==> config.mk <==
export PLATFORM = sky130hd
export DESIGN_NAME = proc_ctrl
export DESIGN_NICKNAME = d
export VERILOG_FILES = /design/src/rtl/proc_ctrl.sv
export SDC_FILE = /design/constraint.sdc
export NUM_CORES = 1
export LEC_CHECK = 0
export ABC_AREA = 1
export BUFFER_PORTS_ARGS = -buffer_cell sky130_fd_sc_hd__buf_2
export CORE_MARGIN = 1.5
export CORE_UTILIZATION = 40
export DETAILED_ROUTE_END_ITERATION = 8
export PLACE_DENSITY = 0.89
export SYNTH_ARGS = -nofsm -noshare
export SYNTH_HDL_FRONTEND = slang
export SYNTH_SLANG_ARGS = --single-unit
export TNS_END_PERCENT = 30
==> constraint.sdc <==
create_clock -name clk -period 1.5 [get_ports clk]
set_clock_uncertainty 0.2 [all_clocks]
set_input_delay 0.15 -clock clk [delete_from_list [all_inputs] [get_ports clk]]
set_output_delay 0.15 -clock clk [all_outputs]
set_load 0.02 [all_outputs]
==> src/rtl/proc_ctrl.sv <==
// proc_ctrl: multi-cycle control FSM for the 16-bit processor datapath.
//
// Sequences fetch (T0-T2) and execute (T3-T5) and decodes state plus IR into
// every datapath enable. R7 is the program counter.
//
// Ports:
//   clk      in   system clock, rising edge
//   resetn   in   asynchronous active-low reset (forces T0, all outputs 0)
//   run      in   start/continue execution, sampled in T0 only
//   ir[15:0] in   IR contents: op=[15:13] imm=[12] rx=[11:9] ry=[2:0]
//   z        in   ALU zero flag (registered with G)
//   sel      out  bus-mux select (0-7 Rn, SEL_IMM, SEL_DIN, SEL_G)
//   r_in     out  one-hot register write enables R0-R7
//   a_in, g_in, ir_in, addr_in, dout_in  out  datapath load enables
//   alu_op   out  00 add, 01 sub, 10 and
//   w_d      out  memory write strobe
//   pc_incr  out  increment R7
//   done     out  pulse on the last cycle of each instruction
//
// Build option: define PROC_CTRL_BRANCH_EN to make op 111 a conditional
// relative branch; otherwise op 111 is a single-cycle-execute nop.
module proc_ctrl #(
  parameter logic [3:0] SEL_IMM = 4'd8,
  parameter logic [3:0] SEL_DIN = 4'd9,
  parameter logic [3:0] SEL_G   = 4'd10
) (
  input  logic        clk,
  input  logic        resetn,
  input  logic        run,
  input  logic [15:0] ir,
  input  logic        z,
  output logic [3:0]  sel,
  output logic [7:0]  r_in,
  output logic        a_in,
  output logic        g_in,
  output logic [1:0]  alu_op,
  output logic        ir_in,
  output logic        addr_in,
  output logic        dout_in,
  output logic        w_d,
  output logic        pc_incr,
  output logic        done
);

  typedef enum logic [2:0] {StT0, StT1, StT2, StT3, StT4, StT5} state_e;

  localparam logic [2:0] OpMv  = 3'b000;
  localparam logic [2:0] OpMvt = 3'b001;
  localparam logic [2:0] OpAdd = 3'b010;
  localparam logic [2:0] OpSub = 3'b011;
  localparam logic [2:0] OpLd  = 3'b100;
  localparam logic [2:0] OpSt  = 3'b101;
  localparam logic [2:0] OpAnd = 3'b110;
  localparam logic [2:0] OpBr  = 3'b111;

  state_e r_state, w_state_d;

  logic [2:0] w_op, w_rx, w_ry;
  logic       w_imm;
  logic [7:0] w_rx_onehot;
  logic [3:0] w_sel_op2;
  logic [1:0] w_alu_code;
  logic       w_taken;
  logic       w_unused;

  assign w_op        = ir[15:13];
  assign w_imm       = ir[12];
  assign w_rx        = ir[11:9];
  assign w_ry        = ir[2:0];
  assign w_rx_onehot = 8'b1 << w_rx;
  assign w_sel_op2   = w_imm ? SEL_IMM : {1'b0, w_ry};
  assign w_alu_code  = (w_op == OpSub) ? 2'b01 : (w_op == OpAnd) ? 2'b10 : 2'b00;
  // Branch condition lives in the rx field.
  assign w_taken     = (w_rx == 3'b000) | ((w_rx == 3'b001) & z) | ((w_rx == 3'b010) & ~z);
  // Middle IR bits are datapath-only; z/w_taken are unused without branches.
  assign w_unused    = ^{ir[8:3], w_taken};

  always_ff @(posedge clk or negedge resetn) begin
    if (!resetn) begin
      r_state <= StT0;
    end else begin
      r_state <= w_state_d;
    end
  end

  always_comb begin
    w_state_d = r_state;
    sel       = 4'd0;
    r_in      = 8'h00;
    a_in      = 1'b0;
    g_in      = 1'b0;
    alu_op    = 2'b00;
    ir_in     = 1'b0;
    addr_in   = 1'b0;
    dout_in   = 1'b0;
    w_d       = 1'b0;
    pc_incr   = 1'b0;
    done      = 1'b0;

    case (r_state)
      StT0: begin
        if (run) begin
          sel       = 4'd7;
          addr_in   = 1'b1;
          pc_incr   = 1'b1;
          w_state_d = StT1;
        end
      end
      StT1: w_state_d = StT2;  // memory latency
      StT2: begin
        ir_in     = 1'b1;
        w_state_d = StT3;
      end
      StT3: begin
        case (w_op)
          OpMv: begin
            sel  = w_sel_op2;
            r_in = w_rx_onehot;
            done = 1'b1;
          end
          OpMvt: begin
            if (w_imm) begin
              sel  = SEL_IMM;
              r_in = w_rx_onehot;
            end
            done = 1'b1;
          end
          OpAdd, OpSub, OpAnd: begin
            sel       = {1'b0, w_rx};
            a_in      = 1'b1;
            w_state_d = StT4;
          end
          OpLd, OpSt: begin
            sel       = {1'b0, w_ry};
            addr_in   = 1'b1;
            w_state_d = StT4;
          end
          OpBr: begin
`ifdef PROC_CTRL_BRANCH_EN
            sel       = 4'd7;
            a_in      = 1'b1;
            w_state_d = StT4;
`else
            done      = 1'b1;
`endif
          end
          default: done = 1'b1;
        endcase
      end
      StT4: begin
        case (w_op)
          OpAdd, OpSub, OpAnd: begin
            sel       = w_sel_op2;
            g_in      = 1'b1;
            alu_op    = w_alu_code;
            w_state_d = StT5;
          end
          OpLd: w_state_d = StT5;
          OpSt: begin
            sel     = {1'b0, w_rx};
            dout_in = 1'b1;
            w_d     = 1'b1;
            done    = 1'b1;
          end
`ifdef PROC_CTRL_BRANCH_EN
          OpBr: begin
            sel    = SEL_IMM;
            g_in   = 1'b1;
            alu_op = 2'b00;
            if (w_taken) begin
              w_state_d = StT5;
            end else begin
              done = 1'b1;
            end
          end
`endif
          default: w_state_d = StT0;
        endcase
      end
      StT5: begin
        case (w_op)
          OpAdd, OpSub, OpAnd: begin
            sel  = SEL_G;
            r_in = w_rx_onehot;
            done = 1'b1;
          end
          OpLd: begin
            sel  = SEL_DIN;
            r_in = w_rx_onehot;
            done = 1'b1;
          end
`ifdef PROC_CTRL_BRANCH_EN
          OpBr: begin
            sel  = SEL_G;
            r_in = 8'h80;
            done = 1'b1;
          end
`endif
          default: w_state_d = StT0;
        endcase
      end
      default: w_state_d = StT0;
    endcase

    if (done) begin
      w_state_d = StT0;
    end

    // Outputs are forced quiet for the whole time reset is held, not just at
    // the edge, so no enable can fire while the state register is held.
    if (!resetn) begin
      sel     = 4'd0;
      r_in    = 8'h00;
      a_in    = 1'b0;
      g_in    = 1'b0;
      alu_op  = 2'b00;
      ir_in   = 1'b0;
      addr_in = 1'b0;
      dout_in = 1'b0;
      w_d     = 1'b0;
      pc_incr = 1'b0;
      done    = 1'b0;
    end
  end

endmodule

==> results of run 1 <==
-- Yosys cell counts --
cell	count	area share, %
nand2_4	1	1.9
nand3_1	13	11
nor3b_1	1	1.2
buf_2	1	0.83
o22ai_1	1	1.0
inv_1	11	6.8
nor2_1	24	15
inv_2	4	2.5
a31oi_1	1	1.0
nand3_2	1	1.7
buf_4	1	1.2
or2_4	1	1.4
nor3_1	7	5.8
nand2_2	1	1.0
nor2_4	1	1.9
a21oi_1	4	3.3
nor4_1	3	3.1
clkbuf_1	1	0.62
nor2_2	1	1.0
o21ai_0	3	2.5
o21ai_1	1	0.83
nand2_1	29	18
dfrtp_1	3	12
nand3_4	1	2.9
o31a_1	1	1.4
-- kinds of logic after synthesis --
| kind of cell | count (synthesis) |
|---|---|
| flops | 3 |
| buf+inv | 18 |
| simple gates | 84 |
| compound gates | 11 |
-- metrics by stage --
stage / utilization [%] / worst slack [ns] / instances / TNS [ns] / instance area (µm²)
after CTS: 94.6 / -0.440 / 196 / -7.93 / 1280
after detailed placement: 83.3 / -0.249 / 190 / -3.33 / 1120
after global placement: 83.3 / -0.190 / 190 / -2.31 / 1120
after floorplan: - / -0.111 / 116 / -0.846 / 748
-- what timing repair did --
action	4_1_cts
pin swaps	5
hold buffers	2
endpoints found under the hold margin	4
endpoints found under the setup margin	22
gates resized for setup	35
==> results.ini, run 1 <==
[status]
status=stopped before the end
flow.stopped_at=global routing (5_1_grt)
error=[ERROR DPL-0038] Utilization greater than 100%, impossible to legalize

[synth]
synth_xor_area_share_pct=0
synth_simple_gate_area_share_pct=65.5
ys_seq_area_share_pct=12.4
syn_area_per_cell_um2=5.22
syn_area_um2=606
synthAdderAreaFrac_pct=0
synthMuxAreaShare_pct=0
netlist_instances=116
synth-compound-area-share_pct=10.1
syn_nets=136
ys_types=25
synth_top_family_by_area=simple AND/OR/NAND/NOR gates
yosysWarnings=0
ys_ff_latch=3

[sta]
worst_endpoint=sel[1]
worst_path_end_type=top-level output

[floorplan]
fp.dieH_um=41.9
rows=13
die_w_um=41.9
io_pins=42
start_util_pct=44.9

[cts]
htreeDepth=1
numCtsBuffers=3
cts_setup_buffers=0
cts.sinks=3
cts.root.buffer_cell=clkbuf_4
cts_buffer_depth=2

[place]
dp_hpwl_um=2130
gp_congestion=1.01
portBuffers=34

[global_routing]
grt_max_degree=8

==> run 2, diff against run 1 <==
--- a/config.mk
+++ b/config.mk
@@ -7,10 +7,10 @@
 export LEC_CHECK = 0
 export ABC_AREA = 1
 export BUFFER_PORTS_ARGS = -buffer_cell sky130_fd_sc_hd__buf_2
-export CORE_MARGIN = 1.5
-export CORE_UTILIZATION = 40
+export CORE_AREA = 2 2 63 65
 export DETAILED_ROUTE_END_ITERATION = 8
-export PLACE_DENSITY = 0.89
+export DIE_AREA = 0 0 65 67
+export PLACE_DENSITY_LB_ADDON = 0.15
 export SYNTH_ARGS = -nofsm -noshare
 export SYNTH_HDL_FRONTEND = slang
 export SYNTH_SLANG_ARGS = --single-unit
==> run 2 against run 1 <==
Net effect: synthesized cell count is the same; the flow now finishes, with violations (setup timing); synthesized area is the same.
==> results.ini, run 2 <==
[worst_setup_path]
critPathMaxStageDelay_ns=0.43
path_delay_family=simple AND/OR/NAND/NOR gates
reg2reg_depth=6
endpoint_kind=output pin
r2r_end=r_state[2]
crit_chain=buf_12, nand3_4, or2_4, nand2_8, inv_8, nor3_4, buf_6
critPathKind=reg -> out
crit_fanout=5
critPathLaunchType=flip-flop
cp_slowest_cell=dfrtp_2
cp_data_arrival_time_ns=1.54
rrSetupSlack_ns=-0.02
cp.required_ns=1.15
r2r_start=r_state[0]
cp_num_buf_inv=3

[detailed_routing]
first_pass_iters=4
ant_nets=0
wl_per_cell_um=11.7
route.vias.total=1023
first_iter_violations=19
drc=0
wl_um=2770
vias_per_cell=4.33

[cts]
cts_tree=done
htreeDepth=1  ; unchanged
numCtsBuffers=3  ; unchanged
clk_pin_slew_ns=0.03
cts.sinks=3  ; unchanged
cts.root.buffer_cell=clkbuf_8
cts_buffer_depth=2  ; unchanged
insertion_delay_ns=0.21

[synth]
synth_area_leader_cell=nand2_1
netlist_instances=116  ; unchanged
synth_area_leaders=nand2_1, nor2_1, dfrtp_1, nand3_1, inv_1
synthTopCellsByCount=nand2_1, nor2_1, nand3_1, inv_1, nor3_1
synth-main-ff-cell=dfrtp_1
ys_seq_area_share_pct=12.4  ; unchanged
syn_area_per_cell_um2=5.22  ; unchanged
synth.top_cell.area_share_pct=18.0  ; unchanged
synth_edf_count=0  ; unchanged
async_flop_share_pct=100  ; unchanged
syn_nets=136  ; unchanged
syn_area_um2=606  ; unchanged
yosysMostFrequentCell=nand2_1
ys_ff_latch=3  ; unchanged
yosysWarnings=0  ; unchanged
ys_types=25  ; unchanged

[floorplan]
start_util_pct=16.8  ; -28 points
coreArea_mm2=0.00361
dieArea_mm2=0.00436
die_w_um=65  ; +55%
rows=22  ; +9
io_pins=42  ; unchanged
fp.dieH_um=67  ; +60%

[sta]
post-route-min-period_ns=1.89
worst_pin_slew_ns=0.322
rsz0062_at_grt=true
drv_slew=0
hold_viol_final=0
clock.fmax_ghz=0.529
fin_crit_sh_pct=126
fin_setup_tns_ns=-7.11
setup_ws_ns=-0.391
relSlewSlack_pct=78.3
hold_ws_ns=0.268
setup_viol=23

[finish]
final_util_pct=41.6
fillers=397
largest_reg_flops=3
layout_common_cells=buf_4, nand2_1, buf_2
seq_area_um2=77.6
largest_registers=r_state: 3 flops
diodes=0
multi_input_area_um2=689
final_common_cell=buf_4
largest-register=r_state
nets=209
syn_to_final_growth_pct=148
layout-drive-gt1-share_pct=64.9

[status]
violations=setup timing
status=finished with violations

[power]
p_comb_share_pct=74.6
seqPwrFrac_pct=11.7
p_int_w=0.000885
p_leak_nw=0.720
p_switching_w=0.000747
switching_share_pct=45.8
pwr_density_cell_mw_per_mm2=1090
clkPwrFrac_pct=13.7
ir_drop_mv=0.797

[global_routing]
grt_pass1_wl_um=4460
grt_antenna_before_repair=0
grt_pass1_vias=1016
grt_max_degree=7
grt_use_total_pct=13.4
overflow=0

[place]
gp_congestion=0.814  ; -19%
portBuffers=34  ; unchanged
dp_hpwl_um=2240  ; +5.1%

[min_path]
holdCritPathClass=in -> async

[run]
maxCapViolCount=0

run 2: cell counts after synthesis:
No cell type changed its count.
run 2: timing repair:
action                                 in CTS  in global routing
setup endpoints to repair                  23                 23
hold buffers                                2                  0
endpoints found under the hold margin       4                  0
buffers inserted                            4                  1
resized for setup                          36                 23
pin swaps                                   6                  5
run 2: metrics by stage:
stage | instance area [µm²] | std cells | setup WS (ns) | total power (W)
detailed placement | 1190 | 225 | -0.257 | 0.00118
floorplan | 748 | 116 | -0.111 | 0.000739
global placement | 1190 | 225 | -0.224 | 0.00119
finish | 1500 | 236 | -0.391 | 0.00163
global route | 1500 | 236 | -0.474 | 0.00175
CTS | 1400 | 235 | -0.390 | 0.00154
run 2: logic make-up (layout without fill, tap and decap cells):
group                  count (synthesis)  in the layout  synth area share, %
AO/OA/AOI/OAI                         11             11                 10.1
flip-flops                             3              3                 12.4
buffers and inverters                 18             90                 12.0
AND/OR/NAND/NOR                       84             84                 65.5
run 2: power groups by stage:
stage	registers, W	clock network [W]	logic [W]
2_1_floorplan	0.000183	0	0.000556
5_1_grt	0.000201	0.000239	0.00131
4_1_cts	0.000188	0.000230	0.00112
3_5_place_dp	0.000191	0	0.000994
3_3_place_gp	0.000188	0	0.000999
6_report	0.000192	0.000224	0.00122
run 2: layout make-up:
class,instances,area share [%]
well taps,48,4.00
clock buffers,4,3.00
flip-flops and latches,3,5.17
multi-input cells,95,45.9
repair buffers,71,37.5
inverters,15,4.42
run 2: per-layer routing:
| metal | part of all wire (%) | up-vias | wire (µm) | GRT usage (%) |
|---|---|---|---|---|
| met1 | 41 | 473 | 1150 | 15.7 |
| li1 | - | 524 | - | - |
| met5 | 0 | - | 0 | 0 |
| met2 | 54 | 26 | 1490 | 24.5 |
| met4 | 0 | 0 | 0 | 2.39 |
| met3 | 4.8 | 0 | 133 | 3.55 |
run 2: worst max-delay path by stage:
stage	startpoint	to	slack (ns)	cells past startpoint
after CTS	r_state[0]	r_in[1]	-0.39	7
after global placement	r_state[2]	r_in[1]	-0.22	8
after global routing	r_state[0]	r_in[0]	-0.47	7
final	r_state[0]	r_in[1]	-0.39	7
after detailed placement	r_state[0]	r_in[1]	-0.26	7
after floorplan	r_state[1]	r_in[1]	-0.11	6
run 2: worst min-delay path: cells and delay by family:
| kind | cells | cell delay, ns |
|---|---|---|
| buffers and inverters | 3 | 0.87 |
No activity file was read; power rests on OpenSTA's default activity.
==> run 3, diff against run 2 <==
==> constraint.sdc (replaced) <==
create_clock -name clk -period 2.1 [get_ports clk]
set_clock_uncertainty 0.2 [all_clocks]
set_input_delay 0.21 -clock clk [delete_from_list [all_inputs] [get_ports clk]]
set_output_delay 0.21 -clock clk [all_outputs]
set_load 0.02 [all_outputs]
==> run 3 against run 2 <==
Net effect: via count decreased by 17%; combinational power decreased by 62%; worst setup slack improved by 0.47 ns; critical endpoint unchanged; the run now ends clean; final cell count shrank 15%.
==> results.ini, run 3 (same netlist as run 2, synthesis figures left out) <==
[status]
status=completed

[global_routing]
grt_pass1_wl_um=3530  ; -21%
grt_pass1_vias=815  ; -20%
grt_use_total_pct=10.6  ; -2.8 points
grt_use_met2_pct=18.7  ; -5.8 points
grt_antenna_before_repair=0  ; unchanged
grt_max_degree=12  ; +5
overflow=0  ; unchanged
grt_use_met1_pct=12.4  ; -3.4 points
use_met3_pct=1.69  ; -1.9 points
grt_most_used_layer=met2

[floorplan]
dieArea_mm2=0.00436  ; unchanged
fp.dieH_um=67  ; unchanged
rows=22  ; unchanged
start_util_pct=16.8  ; unchanged
coreArea_mm2=0.00361  ; unchanged
die_w_um=65  ; unchanged
io_pins=42  ; unchanged

[worst_setup_path]
endpoint_kind=output pin
crit_chain=buf_6, nand3_4, or2_4, nand2_4, inv_2, nor3_1, buf_2
crit_fanout=7  ; +2
critPathKind=reg -> out
path_delay_family=simple AND/OR/NAND/NOR gates
cp_data_arrival_time_ns=1.61  ; +0.07 ns
critPathMaxStageDelay_ns=0.44  ; about the same
critPathLaunchType=flip-flop
cp.required_ns=1.69  ; +0.54 ns
cp_slowest_cell=dfrtp_2
cp_num_buf_inv=3  ; unchanged

[place]
place_ws_ns=0.206  ; +0.462 ns
placement.cell_area_um2=820  ; -31%
portBuffers=34  ; unchanged
dp_cells=195  ; -13%
dp_hpwl_um=1810  ; -19%
gp_congestion=0.786  ; -3.5%

[finish]
fillers=429  ; +8.1%
final_common_cell=buf_2
largest-register=r_state
largest_reg_flops=3  ; unchanged
nets=174  ; -17%
fin_cells=201  ; -15%
layout-drive-gt1-share_pct=39.2  ; -26 points
final_cell_area_um2=930  ; -38%
syn_to_final_growth_pct=53.5
layout_common_cells=buf_2, nand2_1, nor2_1
diodes=0  ; unchanged
largest_registers=r_state: 3 flops

[detailed_routing]
first_pass_iters=4  ; unchanged
wl_um=2200  ; -21%
drc=0  ; unchanged
ant_nets=0  ; unchanged
first_iter_violations=30  ; +11
vias_per_cell=4.24  ; -2.1%
route.vias.total=853  ; -17%
wl_per_cell_um=11.0  ; -6.7%

[sta]
fin_crit_sh_pct=96.3
drv_slew=0  ; unchanged
setup_ws_ns=0.0773  ; +0.469 ns
relSlewSlack_pct=74.4  ; -3.9 points
clock.fmax_ghz=0.494
post-route-min-period_ns=2.02
worst_pin_slew_ns=0.383  ; +0.0608 ns
hold_viol_final=0  ; unchanged
rsz0062_at_grt=true
setup_viol=0  ; -100%

[cts]
numCtsBuffers=3  ; unchanged
cts.root.buffer_cell=clkbuf_8
cts_buffer_depth=2  ; unchanged
htreeDepth=1  ; unchanged
cts_tree=done
clk_pin_slew_ns=0.03  ; about the same
insertion_delay_ns=0.21  ; about the same
cts.sinks=3  ; unchanged

[power]
p_leak_nw=0.479  ; -34%
pwr_density_cell_mw_per_mm2=842  ; -23%
ir_drop_mv=0.278  ; -65%

[min_path]
holdCritPathClass=in -> reg

[run]
maxCapViolCount=0  ; unchanged

## run 3: cell types whose count changed in the layout (fill, tap and decap cells not counted), moves of 4 or more
cell and change:
buf_2 +19, buf_4 -41, buf_6 -11, nand2_1 +4, nor2_1 +9, nor2_2 -5, nor2_4 -4, nor3_1 +6
nor3_4 -5
## run 3: per-layer routing
layer	vias to the layer above	part of all wire (%)	routed length (µm)
met5	-	0	0
met4	0	1.2	27
met3	2	5.8	128
met2	24	49	1080
met1	375	44	960
li1	452	-	-
## run 3: cell type report
cell class | count | area [µm²] | share of cell area [%]
Clock buffer | 4 | 45.0 | 4.85
Tap cell | 48 | 60.1 | 6.46
Multi-Input combinational cell | 95 | 493 | 53.0
Sequential cell | 3 | 78.8 | 8.48
Timing Repair Buffer | 36 | 196 | 21.1
Inverter | 15 | 56.3 | 6.06
## run 3: metrics by stage
step / hold slack, ns / setup TNS, ns / utilization (%) / total power [W]
after detailed placement: -0.147 / 0 / 22.7 / 0.000556
after floorplan: -0.286 / 0 / - / 0.000439
after CTS: 0.0420 / 0 / 24.4 / 0.000739
after global routing: 0.0631 / -0.0433 / 25.8 / 0.000858
after global placement: -0.147 / 0 / 22.7 / 0.000559
final: 0.0609 / 0 / 25.8 / 0.000782
## run 3: power breakdown
| group | internal (W) | leakage (nW) | switching (W) |
|---|---|---|---|
| clock | 0.000129 | 0.0228 | 0.0000358 |
| sequential | 0.0000907 | 0.0334 | 0.0000616 |
| combinational | 0.000166 | 0.422 | 0.000299 |
| total | 0.000386 | 0.479 | 0.000396 |
## run 3: worst paths after layout
path                            cells after the start  startpoint  slack (ns)         end
worst max-delay path                                7  r_state[2]        0.08     r_in[1]
worst min-delay path                                2         run        0.06  r_state[0]
worst max register to register                      5  r_state[2]        0.65  r_state[2]
worst min register to register                      1  r_state[2]        0.36  r_state[1]
max in group asynchronous                           2      resetn        1.30  r_state[0]
min in group asynchronous                           2      resetn        0.24  r_state[2]
## run 3: repair_timing
item                                    4_1_cts  5_1_grt
endpoints found under the setup margin        1       14
hold buffers                                  1        0
buffers inserted                              0        1
endpoints found under the hold margin         3        0
resized for setup                             2       14
pin swaps                                     0        1
==> run 4, diff against run 3 <==
--- a/config.mk
+++ b/config.mk
@@ -10,7 +10,9 @@
 export CORE_AREA = 2 2 63 65
 export DETAILED_ROUTE_END_ITERATION = 8
 export DIE_AREA = 0 0 65 67
+export MAX_ROUTING_LAYER = met4
 export PLACE_DENSITY_LB_ADDON = 0.15
+export REMOVE_ABC_BUFFERS = 1
 export SYNTH_ARGS = -nofsm -noshare
 export SYNTH_HDL_FRONTEND = slang
 export SYNTH_SLANG_ARGS = --single-unit
==> run 4 against run 3 <==
Net effect: flip-flop and latch count unchanged; hold slack worse by 0.011 ns; utilization increased by 0.069 points; largest cell class unchanged; global-route usage increased by 0.54 points; die area stayed put; via count grew 4.3%; first-iteration DRC count is 23% lower; wire length is 0.86% higher; sequential power is 8% lower; clock power is essentially flat.
==> results.ini, run 4 (same netlist as run 2, synthesis figures left out) <==
[place]
gp_congestion=0.720  ; -8.4%
portBuffers=34  ; unchanged
dp_hpwl_um=1850  ; +2.0%

[detailed_routing]
vias_per_cell=4.36  ; +2.8%
drc=0  ; unchanged
first_iter_violations=23  ; -23%
first_pass_iters=4  ; unchanged
ant_nets=0  ; unchanged
wl_per_cell_um=10.9  ; -0.62%
route.vias.total=890  ; +4.3%
wl_um=2220  ; +0.86%

[worst_setup_path]
critPathLaunchType=flip-flop
r2r_start=r_state[1]
rrSetupSlack_ns=0.71  ; +0.06 ns
cp_num_buf_inv=3  ; unchanged
crit_fanout=4  ; -3
cp.required_ns=1.69  ; about the same
critPathKind=reg -> out
cp_common_cell=inv_2
endpoint_kind=output pin
r2r_end=r_state[2]
critPathMaxStageDelay_ns=0.42  ; -0.02 ns
reg2reg_depth=6  ; +1
cp_slowest_cell=dfrtp_1
cp_data_arrival_time_ns=1.57  ; -0.04 ns
path_delay_family=simple AND/OR/NAND/NOR gates
crit_chain=inv_2, nand3_4, or2_4, nand2_4, inv_2, nor3_1, buf_2

[global_routing]
grt_pass1_wl_um=3660  ; +3.7%
overflow=0  ; unchanged
grt_antenna_before_repair=0  ; unchanged
grt_pass1_vias=872  ; +7.0%
grt_max_degree=12  ; unchanged
grt_use_total_pct=11.2  ; +0.54 points

[finish]
diodes=0  ; unchanged
largest_reg_flops=3  ; unchanged
final_common_cell=buf_2
layout_common_cells=buf_2, nand2_1, nor2_1
largest_registers=r_state: 3 flops
fillers=415  ; -3.3%
layout-drive-gt1-share_pct=38.5  ; -0.75 points
nets=177  ; +1.7%
largest-register=r_state
final_util_pct=25.9  ; +0.069 points
syn_to_final_growth_pct=53.9

[sta]
worst_pin_slew_ns=0.387  ; +0.00371 ns
hold_ws_ns=0.0502  ; -0.0107 ns
hold_viol_final=0  ; unchanged
drv_slew=0  ; unchanged
clock.fmax_ghz=0.505  ; +2.0%
setup_viol=0  ; unchanged
post-route-min-period_ns=1.98  ; -0.0406 ns
relSlewSlack_pct=73.9  ; -0.49 points
fin_crit_sh_pct=94.4  ; -1.9 points

[cts]
cts_buffer_depth=2  ; unchanged
htreeDepth=1  ; unchanged
cts.root.buffer_cell=clkbuf_8
cts.sinks=3  ; unchanged
numCtsBuffers=3  ; unchanged
cts_tree=done
insertion_delay_ns=0.21  ; about the same
clk_pin_slew_ns=0.03  ; about the same

[floorplan]
io_pins=42  ; unchanged
die_w_um=65  ; unchanged
start_util_pct=16.8  ; unchanged
dieArea_mm2=0.00436  ; unchanged
coreArea_mm2=0.00361  ; unchanged
fp.dieH_um=67  ; unchanged
rows=22  ; unchanged

[run]
maxCapViolCount=0  ; unchanged

[status]
status=completed

[power]
ir_drop_mv=0.440  ; +58%
pwr_density_cell_mw_per_mm2=844  ; +0.31%
p_leak_nw=0.492  ; +2.9%

[min_path]
min-delay-start=run
holdCritPathClass=in -> reg
hold_path_end=r_state[0]
holdPathStages=2  ; unchanged

run 4: worst max path at each step:
stage           endpoint  depth (start not counted)  slack, ns  startpoint
4_1_cts           sel[1]                         10       0.02  r_state[1]
3_3_place_gp      sel[1]                          9       0.16  r_state[2]
5_1_grt          r_in[4]                          8      -0.02  r_state[2]
2_1_floorplan  alu_op[0]                          4       0.21  r_state[2]
3_5_place_dp      sel[1]                         10       0.18  r_state[1]
6_report         r_in[4]                          7       0.12  r_state[1]
run 4: final cells by class:
class                   count  area (µm²)  area share, %
clock buffers               4        45.0           4.83
inverters                  15        56.3           6.04
multi-input cells          95         480           51.5
flip-flops and latches      3        77.6           8.32
well taps                  48        60.1           6.44
repair buffers             39         213           22.8
run 4: metrics by stage:
step                cell area [µm²]  total power, W  TNS, ns  instances  setup WS, ns
floorplan                       589        0.000434        0        113         0.206
global placement                827        0.000563        0        196         0.157
detailed placement              827        0.000565        0        196         0.177
CTS                             891        0.000745        0        201        0.0168
global route                    932        0.000862  -0.0260        204       -0.0198
finish                          932        0.000787        0        204         0.118
run 4: what timing repair did:
item,4_1_cts,5_1_grt
setup endpoints to repair,2,13
hold buffers,1,0
endpoints found under the hold margin,3,0
pin swaps,0,1
resized for setup,3,8
buffers inserted,0,3
run 4: where the power goes:
part	internal [W]	switching, W
sequential	0.0000887	0.0000514
combinational	0.000180	0.000305
clock	0.000129	0.0000335
run 4: routing by layer:
| layer | GRT usage, % | share of wire (%) | vias to the layer above |
|---|---|---|---|
| li1 | - | - | 461 |
| met1 | 13.0 | 43 | 392 |
| met2 | 19.2 | 49 | 33 |
| met3 | 2.03 | 6.4 | 4 |
| met4 | 4.26 | 1.5 | 0 |
| met5 | - | 0 | - |
